`src/rtl/chip_test_pkg.sv`:
```
// Shared definitions for the per-chip test engines: FSM states, sweep size and pin bit positions.
package chip_test_pkg;

  typedef logic [1:0] state_t;

  localparam state_t HALT = 2'd0;
  localparam state_t TEST = 2'd1;
  localparam state_t DONE = 2'd2;

  localparam int unsigned NUM_VECTORS = 256;

  // Bit positions of each NAND input pin within the drive vector.
  localparam int unsigned PIN1_BIT  = 0;
  localparam int unsigned PIN2_BIT  = 1;
  localparam int unsigned PIN4_BIT  = 2;
  localparam int unsigned PIN5_BIT  = 3;
  localparam int unsigned PIN9_BIT  = 4;
  localparam int unsigned PIN10_BIT = 5;
  localparam int unsigned PIN12_BIT = 6;
  localparam int unsigned PIN13_BIT = 7;

  // Bit positions of each gate output within the result/mask vector.
  localparam int unsigned PIN3_BIT  = 0;
  localparam int unsigned PIN6_BIT  = 1;
  localparam int unsigned PIN8_BIT  = 2;
  localparam int unsigned PIN11_BIT = 3;

  function automatic logic [3:0] nand_expect(input logic [7:0] vec);
    logic [3:0] res;
    for (int g = 0; g < 4; g++) begin
      res[g] = ~(vec[2*g] & vec[2*g+1]);
    end
    return res;
  endfunction

endpackage

```
`src/rtl/pin_sync.sv`:
```
// Two-flop synchronizer for asynchronous chip outputs, synchronous active-high reset.
module pin_sync #(
  parameter int unsigned Width = 4
) (
  input  logic             Clk,
  input  logic             Reset,
  input  logic [Width-1:0] async_in,
  output logic [Width-1:0] sync_out
);

  logic [Width-1:0] meta_q;
  logic [Width-1:0] sync_q;

  always_ff @(posedge Clk) begin
    if (Reset) begin
      meta_q <= '0;
      sync_q <= '0;
    end else begin
      meta_q <= async_in;
      sync_q <= meta_q;
    end
  end

  assign sync_out = sync_q;

endmodule

```
`src/rtl/chip_7400.sv`:
```
// Exhaustive 256-vector test engine for a 7400 quad NAND; latches the first failing vector
// and which gates disagreed there.
module chip_7400
  import chip_test_pkg::*;
#(
  parameter int unsigned SETTLE_CYCLES = 4
) (
  input  logic       Clk,
  input  logic       Reset,
  input  logic       Run,
  input  logic       DISP_RSLT,
  output logic       Done,
  output logic       RSLT,
  output logic [7:0] FAIL_VEC,
  output logic [3:0] FAIL_MASK,
  output logic       Pin1,
  output logic       Pin2,
  output logic       Pin4,
  output logic       Pin5,
  output logic       Pin9,
  output logic       Pin10,
  output logic       Pin12,
  output logic       Pin13,
  input  logic       Pin3,
  input  logic       Pin6,
  input  logic       Pin8,
  input  logic       Pin11
);

  localparam int unsigned SETTLE_W = (SETTLE_CYCLES > 1) ? $clog2(SETTLE_CYCLES) : 1;
  localparam logic [SETTLE_W-1:0] SETTLE_LAST = SETTLE_W'(SETTLE_CYCLES - 1);
  localparam logic [7:0] LAST_VEC = 8'(NUM_VECTORS - 1);

  if (SETTLE_CYCLES < 3) begin : gen_settle_check
    $error("chip_7400: SETTLE_CYCLES must be at least 3");
  end

  state_t              state_q, state_d;
  logic [7:0]          vec_q, vec_d;
  logic [SETTLE_W-1:0] settle_q, settle_d;
  logic                pass_q, pass_d;
  logic [7:0]          fail_vec_q, fail_vec_d;
  logic [3:0]          fail_mask_q, fail_mask_d;
  logic [7:0]          pins_q, pins_d;
  logic [3:0]          raw_out;
  logic [3:0]          sync_out;
  logic [3:0]          mismatch;

  assign raw_out[PIN3_BIT]  = Pin3;
  assign raw_out[PIN6_BIT]  = Pin6;
  assign raw_out[PIN8_BIT]  = Pin8;
  assign raw_out[PIN11_BIT] = Pin11;

  pin_sync #(
    .Width (4)
  ) u_pin_sync (
    .Clk      (Clk),
    .Reset    (Reset),
    .async_in (raw_out),
    .sync_out (sync_out)
  );

  assign mismatch = sync_out ^ nand_expect(vec_q);

  always_comb begin
    state_d     = state_q;
    vec_d       = vec_q;
    settle_d    = settle_q;
    pass_d      = pass_q;
    fail_vec_d  = fail_vec_q;
    fail_mask_d = fail_mask_q;
    case (state_q)
      HALT: begin
        if (Run) begin
          state_d     = TEST;
          vec_d       = '0;
          settle_d    = '0;
          pass_d      = 1'b1;
          fail_vec_d  = '0;
          fail_mask_d = '0;
        end
      end
      TEST: begin
        if (settle_q == SETTLE_LAST) begin
          settle_d = '0;
          // Only the first failing vector is recorded.
          if ((mismatch != 4'b0000) && pass_q) begin
            pass_d      = 1'b0;
            fail_vec_d  = vec_q;
            fail_mask_d = mismatch;
          end
          if (vec_q == LAST_VEC) begin
            state_d = DONE;
          end else begin
            vec_d = vec_q + 8'd1;
          end
        end else begin
          settle_d = settle_q + SETTLE_W'(1);
        end
      end
      DONE: begin
        if (!Run && !DISP_RSLT) begin
          state_d = HALT;
        end
      end
      default: state_d = HALT;
    endcase
    pins_d = (state_d == TEST) ? vec_d : 8'h00;
  end

  always_ff @(posedge Clk) begin
    if (Reset) begin
      state_q     <= HALT;
      vec_q       <= '0;
      settle_q    <= '0;
      pass_q      <= 1'b0;
      fail_vec_q  <= '0;
      fail_mask_q <= '0;
      pins_q      <= '0;
    end else begin
      state_q     <= state_d;
      vec_q       <= vec_d;
      settle_q    <= settle_d;
      pass_q      <= pass_d;
      fail_vec_q  <= fail_vec_d;
      fail_mask_q <= fail_mask_d;
      pins_q      <= pins_d;
    end
  end

  assign Done      = (state_q == DONE);
  assign RSLT      = Done & pass_q;
  assign FAIL_VEC  = fail_vec_q;
  assign FAIL_MASK = fail_mask_q;

  assign Pin1  = pins_q[PIN1_BIT];
  assign Pin2  = pins_q[PIN2_BIT];
  assign Pin4  = pins_q[PIN4_BIT];
  assign Pin5  = pins_q[PIN5_BIT];
  assign Pin9  = pins_q[PIN9_BIT];
  assign Pin10 = pins_q[PIN10_BIT];
  assign Pin12 = pins_q[PIN12_BIT];
  assign Pin13 = pins_q[PIN13_BIT];

endmodule

```
`config.mk`:
```
export PLATFORM = sky130hd
export DESIGN_NAME = chip_7400
export DESIGN_NICKNAME = d
export VERILOG_FILES = /design/src/rtl/chip_test_pkg.sv /design/src/rtl/pin_sync.sv /design/src/rtl/chip_7400.sv
export SDC_FILE = /design/constraint.sdc
export NUM_CORES = 1
export LEC_CHECK = 0
export ABC_AREA = 1
export CAP_MARGIN = 20
export CORE_AREA = 2 2 62 64
export DETAILED_ROUTE_END_ITERATION = 10
export DIE_AREA = 0 0 64 66
export GPL_TIMING_DRIVEN = 0
export PLACE_DENSITY = 0.85
export SYNTH_ARGS = -nofsm -noshare
export SYNTH_HDL_FRONTEND = slang
export SYNTH_HIERARCHICAL = 1
export SYNTH_SLANG_ARGS = --single-unit
```
`constraint.sdc`:
```
create_clock -name Clk -period 3.7 [get_ports Clk]
set_clock_uncertainty 0.1 [all_clocks]
set_input_delay 0.555 -clock Clk [delete_from_list [all_inputs] [get_ports Clk]]
set_output_delay 0.555 -clock Clk [all_outputs]
set_load 0.05 [all_outputs]
```
==> results of run 1 <==
==> state kept, by name, summed over array words and instances (netlist names) <==
register	flops
FAIL_MASK	4
settle_q	2
state_q	2
pass_q	1
FAIL_VEC	8
pins_q	8
u_pin_sync/sync_out	4
vec_q	8
u_pin_sync/meta_q	4
==> worst max-delay path: stages (launching register included) <==
cell	delay (ps)
dfxtp_1	320
buf_2	180
inv_1	80
nor2_1	120
clkdlybuf4s50_1	810
==> final cells by class <==
cell class | instances | area share [%]
repair buffers | 28 | 12.0
inverters | 32 | 5.13
clock buffers | 7 | 2.35
flip-flops and latches | 41 | 35.1
well taps | 48 | 2.57
plain buffers | 11 | 3.42
multi-input cells | 181 | 39.5
==> logic make-up after synthesis <==
logic type               share of synthesized area [%]
adder cells (fa/ha/maj)                           1.29
XOR/XNOR                                         0.450
buffers and inverters                             10.3
AND/OR/NAND/NOR                                   36.7
flip-flops                                        42.2
AO/OA/AOI/OAI                                     9.07
==> worst max-delay path by stage <==
stage / from / slack (ps) / to / cells past startpoint
floorplan: state_q[1]$_SDFF_PP0_ / 1850 / Done / 3
global placement: state_q[1]$_SDFF_PP0_ / 1580 / Done / 4
detailed placement: state_q[1]$_SDFF_PP0_ / 1570 / Done / 4
CTS: state_q[1]$_SDFF_PP0_ / 1180 / Done / 4
global route: state_q[1]$_SDFF_PP0_ / 1080 / Done / 4
finish: state_q[1]$_SDFF_PP0_ / 1190 / Done / 4
==> routing by layer <==
metal	wire [microns]	track usage (%)	vias up	share of wire [%]
met5	0	0	-	0
met4	78	8.70	0	2.1
met3	185	5.28	9	5.0
met2	1750	31.6	38	47
met1	1680	25.4	773	45
li1	-	-	897	-
==> synth_stat cells, drive strengths merged <==
cell type   n
ha          2
nand3      25
inv        32
clkbuf      1
nor3        2
a21oi      25
nand2      76
nand3b      2
buf        10
xnor2       1
a31oi       1
nor3b       1
nor2       36
and3        1
nand4       1
dfxtp      41
o21ai       6
or2         2
==> report_power, final <==
group	switching (mW)	internal [mW]
combinational	0.121	0.0678
sequential	0.0107	0.463
clock	0.129	0.0897
total	0.261	0.620
==> results_dict.tcl, run 1 <==
set metrics [dict create \
    clk_path_buf_depth 2 \
    ys_warn_count 6 \
    r2r_end "vec_q[7]$_SDFF_PP0_" \
    p_leak_nw 1.05 \
    fmax_mhz 399 \
    period_needed_ps 2510 \
    cts_setup_buffers 0 \
    grt_setup_unrepaired "false" \
    start_kind "register" \
    hp-start "Reset" \
    end_kind "output port" \
    grt_pass1_wl_microns 6500 \
    core_sq_um 3550 \
    drc 0 \
    hold_buffers 0 \
    final_cell_mix "nand2_1, dfxtp_1, nor2_1" \
    ys_seq_area_share_pct 42.2 \
    place_inst 341 \
    yosysTopAreaCell "dfxtp_1" \
    cts_buffers 5 \
    diodes 0 \
    slew_headroom_pct 66.5 \
    setup_violations 0 \
    reg2reg_depth 10 \
    rows 22 \
    r2r_setup_slack_ps 1850 \
    first_pass_iters 4 \
    fillCellCount 314 \
    cts_max_level 2 \
    min_period_over_period_pct 67.7 \
    setup_tns_ps 0 \
    maxCapViolCount 0 \
    cts_root_buf "clkbuf_4" \
    rr_startpoint "vec_q[0]$_SDFF_PP0_" \
    post_synth_num_cell_types 29 \
    die_area_sq_um 4220 \
    clock_sinks 41 \
    ir_drop_mv 0.266 \
    place_hpwl_microns 2740 \
    grt_max_degree 12 \
    cts_tree "built" \
    num_vias 1717 \
    grt_pass1_vias 1453 \
    worst_slack_ps 1190 \
    syn_to_final_growth_pct 20.3 \
    hold_path_class "in -> reg" \
    totalWireLength_microns 3690 \
    chipHeight_microns 66 \
    fin_area_sq_um 2340 \
    ios 30 \
    ys_ff_latch 41 \
    syn_nets 275 \
    multi_input_area_sq_um 925 \
    post_cts_resized 0 \
    avgSynthCellArea_sq_um 7.34 \
    first_iter_violations 60 \
    arrival_ps 1850 \
    utilization_pct 65.9 \
    cp.required_ps 3040 \
    ff_latch_area_sq_um 821 \
    portBuffers 28 \
    drt-wirelength-per-cell_microns 10.6 \
    finalNetCount 310 \
    ant_nets 0 \
    clk_pin_slew_ps 100 \
    antenna_found_initial 0 \
    syn_inst 265 \
    clock_latency_ps 350 \
    layout_commonest_cell "nand2_1" \
    synthTopCellsByArea "dfxtp_1, nand2_1, a21oi_1" \
    drive_above_1_share_pct 15.0 \
    dpl-instance-area_sq_um 2290 \
    outcome "finished, final reports clean" \
    synth_area_sq_um 1950 \
    fp.dieW_microns 64 \
    start_util_pct 54.8 \
    place_ws_ps 1570 \
    finalPower_uw 881 \
    place.gp.congestion 0.835 \
    crit_type "reg -> out" \
    grt_usage_pct 19.9 \
    min_to "u_pin_sync/sync_out[0]$_SDFF_PP0_" \
    cp_max_fo 8 \
    timing_hold_violations_final 0 \
    p_per_area_nw_per_um2 376 \
    hold-worst-slack_ps 283 \
    tightest_slew_ps 502 \
    via_per_inst 4.93 \
    min_path_cells 2 \
    layout.cells.non_filler 348 \
    yosys.area.top_type_share_pct 42.2 \
    slew_viol_final 0 \
    grt-ovfl-total 0 \
]
(Power assumes the default switching activity.)
==> run 2, diff against run 1 <==
--- a/config.mk
+++ b/config.mk
@@ -7,11 +7,11 @@
 export LEC_CHECK = 0
 export ABC_AREA = 1
 export CAP_MARGIN = 20
-export CORE_AREA = 2 2 62 64
+export CORE_AREA = 2 2 67 69
 export DETAILED_ROUTE_END_ITERATION = 10
-export DIE_AREA = 0 0 64 66
+export DIE_AREA = 0 0 69 71
 export GPL_TIMING_DRIVEN = 0
-export PLACE_DENSITY = 0.85
+export PLACE_DENSITY = 0.78
 export SYNTH_ARGS = -nofsm -noshare
 export SYNTH_HDL_FRONTEND = slang
 export SYNTH_HIERARCHICAL = 1
==> constraint.sdc (replaced) <==
create_clock -name Clk -period 2.2 [get_ports Clk]
set_clock_uncertainty 0.1 [all_clocks]
set_input_delay 0.33 -clock Clk [delete_from_list [all_inputs] [get_ports Clk]]
set_output_delay 0.33 -clock Clk [all_outputs]
set_load 0.05 [all_outputs]
==> run 2 against run 1 <==
Compared with the run above: combinational power increased by 68%; flip-flop and latch count unchanged; critical path depth unchanged; cell count rose by 0.86%; clock power is 100% higher; non-clock buffer count unchanged; wire length rose by 3.2%; cell area grew 1.1%; highest routed layer unchanged.
==> results_dict.tcl, run 2 (synthesis results as in run 1) <==
set metrics [dict create \
    final_cell_mix "nand2_1, dfxtp_1, nor2_1" \
    syn_to_final_growth_pct 21.6 \
    grt_pass1_wl_microns 6980 \
    grt-ovfl-total 0 \
    clk_path_buf_depth 2 \
    cp_max_fo 8 \
    antenna_found_initial 0 \
    cts_setup_buffers 0 \
    start_util_pct 46.3 \
    p_per_area_nw_per_um2 657 \
    hold_path_class "in -> reg" \
    fmax_mhz 511 \
    arrival_ps 1530 \
    maxCapViolCount 0 \
    swShare_pct 29.2 \
    grt_pass1_vias 1664 \
    clk_pin_slew_ps 70 \
    place_hpwl_microns 2870 \
    clock_latency_ps 290 \
    totalWireLength_microns 3810 \
    grt_usage_pct 17.3 \
    crit_type "reg -> out" \
    period_needed_ps 1960 \
    core_sq_um 4200 \
    via_per_inst 4.85 \
    diodes 0 \
    first_pass_iters 4 \
    drt-wirelength-per-cell_microns 10.8 \
    p_switching_uw 453 \
    cts_max_level 2 \
    cts_root_buf "clkbuf_8" \
    grt_setup_unrepaired "false" \
    slew_viol_final 0 \
    num_vias 1703 \
    min_path_cells 2 \
    ios 30 \
    clock_sinks 41 \
    cts_buffers 5 \
    drc 0 \
    place.gp.congestion 0.848 \
    ant_nets 0 \
    crit_chain "buf_2 > inv_1 > nor2_1 > dlygate4sd2_1" \
    fp.dieW_microns 69 \
    portBuffers 28 \
    worst_slack_ps 244 \
    rows 24 \
    tightest_slew_ps 509 \
    start_kind "register" \
    min_period_over_period_pct 88.9 \
    slew_headroom_pct 66.0 \
    p_int_mw 1.10 \
    combPwrFrac_pct 20.5 \
    timing_hold_violations_final 0 \
    place_ws_ps 243 \
    outcome "finished, final reports clean" \
    critical-path-slowest-cell "dlygate4sd2_1" \
    hold_buffers 0 \
    pwr-share-clk_pct 28.3 \
    first_iter_violations 77 \
    reg2reg_depth 11 \
    finalPower_mw 1.55 \
    p_leak_nw 1.08 \
    cp_num_buf_inv 3 \
    drive_above_1_share_pct 15.1 \
    cp.required_ps 1770 \
    cts_tree "built" \
    cp_num_cells 4 \
    die_area_sq_um 4900 \
    ir_drop_mv 0.453 \
    finalNetCount 310 \
    chipHeight_microns 71 \
    cp_slowest_stage_delay_ps 550 \
    end_kind "output port" \
    grt_max_degree 12 \
    pwr-share-seq_pct 51.2 \
    layout_commonest_cell "nand2_1" \
    setup_tns_ps 0 \
    cp_top_family "buffers and inverters" \
    setup_violations 0 \
]
## run 2: final timing paths
kind | from | end | slack [ps]
max | state_q[1]$_SDFF_PP0_ | Done | 240
min | Reset | u_pin_sync/sync_out[0]$_SDFF_PP0_ | 130
max reg2reg | vec_q[0]$_SDFF_PP0_ | FAIL_VEC[7]$_SDFFE_PP0P_ | 370
min reg2reg | u_pin_sync/meta_q[2]$_SDFF_PP0_ | u_pin_sync/sync_out[2]$_SDFF_PP0_ | 300
## run 2: timing repair
action,4_1_cts,5_1_grt
gates cloned,0,0
gates resized for setup,1,1
setup endpoints to repair,1,1
## run 2: power by group through the flow
stage | clock network [mW] | registers, mW | logic (mW)
global route | 0.485 | 0.800 | 0.353
global placement | 0 | 0.813 | 0.316
finish | 0.439 | 0.796 | 0.318
floorplan | 0 | 0.892 | 0.152
detailed placement | 0 | 0.813 | 0.320
CTS | 0.457 | 0.797 | 0.321
## run 2: per-stage QoR
stage,instance area (sq um),cells,hold slack (ps),utilization [%]
3_3_place_gp,2290,345,289,54.5
2_1_floorplan,1950,265,288,-
6_report,2370,351,126,56.3
3_5_place_dp,2290,345,293,54.5
5_1_grt,2370,351,116,56.3
4_1_cts,2360,351,118,56.2
## run 2: final cells by class
| class | count | area [sq um] |
|---|---|---|
| Inverter | 32 | 120 |
| Timing Repair Buffer | 28 | 282 |
| Tap cell | 52 | 65.1 |
| Sequential cell | 41 | 821 |
| Buffer | 11 | 80.1 |
| Clock inverter | 1 | 5.00 |
| Multi-Input combinational cell | 181 | 925 |
| Fill cell | 420 | 1840 |
| Clock buffer | 5 | 68.8 |
## run 2: metal layers
| metal | share of wire, % | global-route usage [%] | up-vias |
|---|---|---|---|
| li1 | - | - | 897 |
| met1 | 44 | 20.2 | 764 |
| met2 | 49 | 30.8 | 34 |
| met3 | 4.8 | 4.27 | 8 |
| met4 | 2.0 | 6.54 | 0 |
| met5 | 0 | 0 | - |
